File: src/rtl/fifo1.sv
// fifo1: single-clock first-in first-out buffer of 2**ASIZE words x DSIZE bits.
// Write-increment / read-increment handshake, first-word fall-through read
// data, registered full/empty flags and occupancy count.
//
// Ports:
//   clk    - clock; all state updates on the rising edge
//   rst    - synchronous active-high reset
//   wdata  - write data, captured when a write is accepted
//   winc   - write request (accepted when not full)
//   wfull  - FIFO full (registered)
//   rinc   - read request (accepted when not empty)
//   rdata  - word at the head of the FIFO (combinational, valid when !rempty)
//   rempty - FIFO empty (registered)
//   count  - number of stored words, 0..2**ASIZE (registered)
module fifo1 #(
    parameter int unsigned DSIZE = 8,
    parameter int unsigned ASIZE = 4
) (
    input  logic             clk,
    input  logic             rst,
    input  logic [DSIZE-1:0] wdata,
    input  logic             winc,
    output logic             wfull,
    input  logic             rinc,
    output logic [DSIZE-1:0] rdata,
    output logic             rempty,
    output logic [ASIZE:0]   count
);

    localparam int unsigned DEPTH = 1 << ASIZE;
    localparam int unsigned PW    = ASIZE + 1;

    logic [DSIZE-1:0] mem_q [DEPTH];

    logic [PW-1:0] wptr_q, wptr_d;
    logic [PW-1:0] rptr_q, rptr_d;
    logic [PW-1:0] count_q, count_d;
    logic          wfull_q, wfull_d;
    logic          rempty_q, rempty_d;
    logic          we, re;

    // Accept logic, next-state pointers, and flags derived from next-state pointers
    always_comb begin
        we       = winc & ~wfull_q;
        re       = rinc & ~rempty_q;
        wptr_d   = wptr_q + PW'(we);
        rptr_d   = rptr_q + PW'(re);
        // Equal pointers mean empty; equal addresses with differing wrap bits mean full
        rempty_d = (wptr_d == rptr_d);
        wfull_d  = (wptr_d[ASIZE] != rptr_d[ASIZE]) &&
                   (wptr_d[ASIZE-1:0] == rptr_d[ASIZE-1:0]);
        count_d  = wptr_d - rptr_d;
    end

    // Pointer and flag registers
    always_ff @(posedge clk) begin
        if (rst) begin
            wptr_q   <= '0;
            rptr_q   <= '0;
            count_q  <= '0;
            wfull_q  <= 1'b0;
            rempty_q <= 1'b1;
        end else begin
            wptr_q   <= wptr_d;
            rptr_q   <= rptr_d;
            count_q  <= count_d;
            wfull_q  <= wfull_d;
            rempty_q <= rempty_d;
        end
    end

    // Storage array, not reset; writes are suppressed while in reset
    always_ff @(posedge clk) begin
        if (we && !rst) begin
            mem_q[wptr_q[ASIZE-1:0]] <= wdata;
        end
    end

    // First-word fall-through head data
    assign rdata  = mem_q[rptr_q[ASIZE-1:0]];
    assign wfull  = wfull_q;
    assign rempty = rempty_q;
    assign count  = count_q;

endmodule

File: config.mk
export PLATFORM = sky130hd
export DESIGN_NAME = fifo1
export DESIGN_NICKNAME = d
export VERILOG_FILES = /design/src/rtl/fifo1.sv
export SDC_FILE = /design/constraint.sdc
export NUM_CORES = 1
export LEC_CHECK = 0
export CAP_MARGIN = 0
export CORE_MARGIN = 10
export CORE_UTILIZATION = 53
export CTS_CLUSTER_DIAMETER = 60
export DETAILED_ROUTE_END_ITERATION = 10
export GPL_ROUTABILITY_DRIVEN = 1
export HOLD_SLACK_MARGIN = 0.1
export PLACE_DENSITY = 0.72
export REMOVE_ABC_BUFFERS = 1
export SLEW_MARGIN = 30
export SYNTH_ARGS = -nofsm -noshare
export SYNTH_HDL_FRONTEND = slang
export SYNTH_SLANG_ARGS = --single-unit
export TNS_END_PERCENT = 1
File: constraint.sdc
create_clock -name clk -period 2.6 [get_ports clk]
set_input_delay 0.78 -clock clk [delete_from_list [all_inputs] [get_ports clk]]
set_output_delay 0.78 -clock clk [all_outputs]
set_load 0.05 [all_outputs]
==> metrics.cfg, run 1 <==
[critical_path]
crit_fanout=10
r2r_cells=10
ff2ff_setup_slack_ns=0.54
crit_type=flop to output pin
start_kind=flop
cp.required_ns=1.82
crit_path_end_kind=output pin
timing.rr.start=wfull
r2r-end=count[4]
crit_arrival_ns=2.26

[synthesis]
synthTopCellsByArea=edfxtp_1, mux4_1, mux4_2
ys_seq_elements=145
synth_compound_area_share_pct=2.14
async_flop_share_pct=0
synth_area_per_cell_um2=19.6
synthAdderAreaFrac_pct=1.26
synthSimpleGateAreaFrac_pct=4.83
yosysMostFrequentCell=edfxtp_1
yosys_warnings=0
yosysTopAreaCell=edfxtp_1
post_synth_mux_area_share_pct=16.6
netlist_area_um2=5950
syn_inst=304
synth_commonest_cells=edfxtp_1, nor2_1, mux4_1
ys.flop_type=edfxtp_1
synth_top_family_by_area=multiplexers
yosys.area_share.xor_xnor_pct=2.42
synth_enable_flop_cells=128
ys_seq_area_share_pct=70.3
synth_cell_type_count=41
yosysTopAreaCellShare_pct=64.6

[place]
gp_congestion=0.839
port_buffers=26
place_area_um2=6680
placed_cells=505
dp_slack_ns=-0.502
dpl.hpwl_um=7340

[final_layout]
area_growth_pct=22.1
fin_nets=402
drive_gt1_share_pct=31.0
n_antenna_cell=0
fin_cells=537
finalInstanceArea_um2=7270

[power]
p_leak_uw=0.00247
ir_worst_vdd_uv=692
power.density_nw_per_um2=797

[clock_network]
ctsHtreeMaxLevel=4
cts.path.max_buffers=2
cts_tree=built
hold_buffers=0
cts_inserted_buffers=17
cts_root_buffer=clkbuf_16
clock-sinks=145
clk_pin_slew_worst_paths_ns=0.06
worstSkewPairLatency_ns=0.42

[routing]
ant_nets=0
post_drt_via_cell_ratio=5.57
post_drt_wl_per_cell_um=20.4
drtPass1Iterations=4
dr.first_iter.drc_count=319
vias=2992
drc=0
drt-total-wl_um=11000

[timing]
tightest_slew_ns=0.533
slew_violations=0
grt_setup_unrepaired=true
skew_ns=0.00935
finalHoldViolCount=0
setup_ws_ns=-0.440
fin_crit_ns=3.04
fmax_mhz=329
relSlewSlack_pct=64.4
finalCritPeriodShare_pct=117
setup_viol=8

[grt]
antenna_found_initial=0
grt_usage_pct=14.6
grt_pass1_wl_um=17500
grt_max_degree=39
grt_pass1_vias=3150
gr-total-overflow=0

[die]
dieArea_um2=15900
start_util_pct=54.4
die_h_um=126
io_pins=27
coreArea_um2=10900
die_w_um=126
rows=38

[hold_path]
hp-class=flop to flop
hold_path.startpoint=wptr_q[4]
whs_endpoint=wptr_q[4]
hold_depth=2

[flow_run]
drv_cap=0

[status]
status=finished, violations left
violations=setup timing

worst max-delay path, cell delays in order (launching register included):
cell,delay [ns]
dfxtp_4,0.42
buf_12,0.17
mux4_2,0.53
mux4_2,0.54
buf_6,0.18
final cells by class:
cell class / instances / area (um^2)
sequential: 145 / 4190
fill: 727 / 3670
multi-input combinational: 138 / 1580
timing repair buffer: 77 / 703
clock buffer: 19 / 433
tap: 140 / 175
clock inverter: 13 / 173
inverter: 5 / 18.8
layer usage:
| layer | GRT usage (%) | vias to the layer above | wire length, um |
|---|---|---|---|
| li1 | - | 1390 | - |
| met1 | 18.0 | 1519 | 4650 |
| met2 | 23.3 | 71 | 5620 |
| met3 | 5.33 | 12 | 577 |
| met4 | 5.09 | 0 | 115 |
| met5 | 0 | - | 0 |
state kept, by name (all words and copies together), names as in the netlist:
register / cells
mem_q: 128
count: 5
rptr_q: 5
wptr_q: 5
rempty: 1
wfull: 1
cells by family (layout without fill, tap and decap cells):
logic type | after synthesis | in the layout
buf+inv | 21 | 114
fa+ha+maj | 6 | 6
flops | 145 | 145
compound gates | 17 | 17
simple gates | 61 | 61
xor+xnor | 14 | 14
mux | 40 | 40
per-stage QoR:
stage / TNS (ns) / utilization, % / total power [uW] / hold slack [ns]
3_5_place_dp: -3.58 / 61.1 / 3350 / 0.521
3_3_place_gp: -3.11 / 61.1 / 3340 / 0.504
6_report: -3.30 / 66.5 / 5790 / 0.531
5_1_grt: -3.86 / 66.5 / 6000 / 0.591
2_1_floorplan: -6.97 / - / 3080 / 0.487
4_1_cts: -3.71 / 66.6 / 5850 / 0.543
placed cells by master, fill, tap and decap left out, types with 2 or more instances in the layout:
master and count:
a21oi_1 5, a31oi_1 2, buf_12 4, buf_4 47
buf_6 8, bufinv_16 3, clkbuf_1 2, clkbuf_16 17
clkdlybuf4s50_1 18, clkinv_1 2, dfxtp_1 16, edfxtp_1 128
ha_1 6, inv_1 4, inv_6 4, inv_8 2
mux4_1 11, mux4_2 29, nand2_1 11, nand2b_1 2
nand3_1 4, nor2_1 27, nor2b_1 7, nor3_1 5
xnor2_1 7, xor2_1 5
where the power goes:
| part | switching (uW) | internal (uW) |
|---|---|---|
| Clock | 936 | 1530 |
| Sequential | 25.4 | 2580 |
| Combinational | 381 | 346 |
| Total | 1340 | 4450 |
how the worst max path moves through the flow:
stage	to	startpoint	cells after the start	slack (ns)
global route	rdata[4]	rptr_q[0]	4	-0.50
detailed placement	count[4]	rinc	11	-0.50
global placement	count[4]	rinc	11	-0.44
floorplan	rdata[0]	rptr_q[0]	2	-0.68
CTS	rdata[4]	rptr_q[0]	4	-0.49
finish	rdata[4]	rptr_q[0]	4	-0.44
timing repair:
item | in CTS | in global routing
endpoints found under the setup margin | 9 | 10
pin swaps | 0 | 1
setup buffers | 0 | 0
gates resized for setup | 17 | 5
(Power assumes the default switching activity.)
==> run 2, diff against run 1 <==
CTS_BUF_LIST = sky130_fd_sc_hd__clkbuf_2 sky130_fd_sc_hd__clkbuf_4 sky130_fd_sc_hd__clkbuf_8   (was unset)
==> metrics.cfg, run 2 (same netlist as run 1, synthesis figures left out) <==
[status]
status=finished, violations left
violations=setup timing

[timing]
fin_crit_ns=3.09
setup_viol=8
skew_ns=0.0125
setup_ws_ns=-0.493
holdWs_ns=0.531
tightest_slew_ns=0.572
fin_setup_tns_ns=-3.56
slew_violations=0
finalHoldViolCount=0
relSlewSlack_pct=61.8
fmax_mhz=323
finalCritPeriodShare_pct=119
grt_setup_unrepaired=true

[grt]
grt_max_degree=39
grt_util_met3_pct=4.78
gr-total-overflow=0
antenna_found_initial=0
grt.busiest_layer=met2
grt_usage_pct=14.2
grt_pass1_vias=3120
grt_use_met2_pct=23.1
grt_pass1_wl_um=17200
grt_util_met1_pct=17.5

[power]
power.density_nw_per_um2=733
p_leak_uw=0.00239
ir_worst_vdd_uv=544

[routing]
post_drt_via_cell_ratio=5.56
drtPass1Iterations=4
ant_nets=0
post_drt_wl_per_cell_um=20.5
dr.first_iter.drc_count=258
vias=2984
drc=0
drt-total-wl_um=11000

[critical_path]
crit_fanout=10
start_kind=flop
crit_type=flop to output pin
timing.rr.start=wfull
crit_arrival_ns=2.31
startpoint=rptr_q[0]
cp.required_ns=1.82
crit_path_end_kind=output pin

[final_layout]
n_antenna_cell=0
area_growth_pct=18.9
largest_reg_flops=128
drive_gt1_share_pct=32.0
layout_commonest_cell=edfxtp_1
fin_util_pct=64.7
mostFrequentLayoutCells=edfxtp_1, buf_4, mux4_2
fin_nets=402
fillers=755

[clock_network]
hold_buffers=0
clock-sinks=145
worstSkewPairLatency_ns=0.45
post_cts_buffers=0
clk_pin_slew_worst_paths_ns=0.07
cts_inserted_buffers=17
cts.path.max_buffers=2
cts_root_buffer=clkbuf_8
ctsHtreeMaxLevel=4
cts_tree=built

[die]
rows=38
die_h_um=126
io_pins=27
coreArea_um2=10900
dieArea_um2=15900
die_w_um=126
start_util_pct=54.4

[hold_path]
hold_path.startpoint=wptr_q[4]
hp-class=flop to flop

[flow_run]
drv_cap=0

[place]
gp_congestion=0.839
dpl.hpwl_um=7340
port_buffers=26
dp_slack_ns=-0.502

run 2: timing repair:
item / CTS / global route
hold endpoints to repair: 0 / 0
pin swaps: 0 / 1
resized for setup: 17 / 7
setup endpoints to repair: 9 / 9
run 2: final cells by class:
type | instances | area (um^2) | area share (%)
flip-flops and latches | 145 | 4190 | 59.2
multi-input cells | 138 | 1570 | 22.2
clock buffers | 19 | 249 | 3.52
well taps | 140 | 175 | 2.48
inverters | 5 | 18.8 | 0.265
repair buffers | 77 | 703 | 9.94
clock inverters | 13 | 173 | 2.44
run 2: layer usage:
metal | vias to the layer above | part of all wire (%) | routed length [um]
met5 | - | 0 | 0
met1 | 1504 | 44 | 4790
li1 | 1389 | - | -
met2 | 79 | 50 | 5530
met3 | 12 | 4.9 | 535
met4 | 0 | 1.2 | 134
run 2: final timing paths:
path	endpoint	slack, ns	cells after the start
setup reg to reg	count[4]	0.53	10
setup / recovery	rdata[4]	-0.49	4
hold reg to reg	wptr_q[4]	0.53	2
hold / removal	wptr_q[4]	0.53	2
run 2: stage by stage:
| step | instance area [um^2] | power [uW] | cells |
|---|---|---|---|
| floorplan | 5830 | 3080 | 288 |
| detailed placement | 6680 | 3350 | 505 |
| global route | 7080 | 5370 | 537 |
| global placement | 6680 | 3340 | 505 |
| finish | 7080 | 5180 | 537 |
| CTS | 7090 | 5220 | 537 |
run 2: power by group:
group	leakage (uW)	internal [uW]	switching, uW	total (uW)
logic	0.000879	346	382	728
registers	0.00129	2570	25.8	2600
clock network	0.000214	990	866	1860
run 2: worst max-delay path: stages (launching register included):
cell	delay (ns)
dfxtp_4	0.43
buf_12	0.17
mux4_2	0.54
mux4_2	0.54
buf_6	0.18
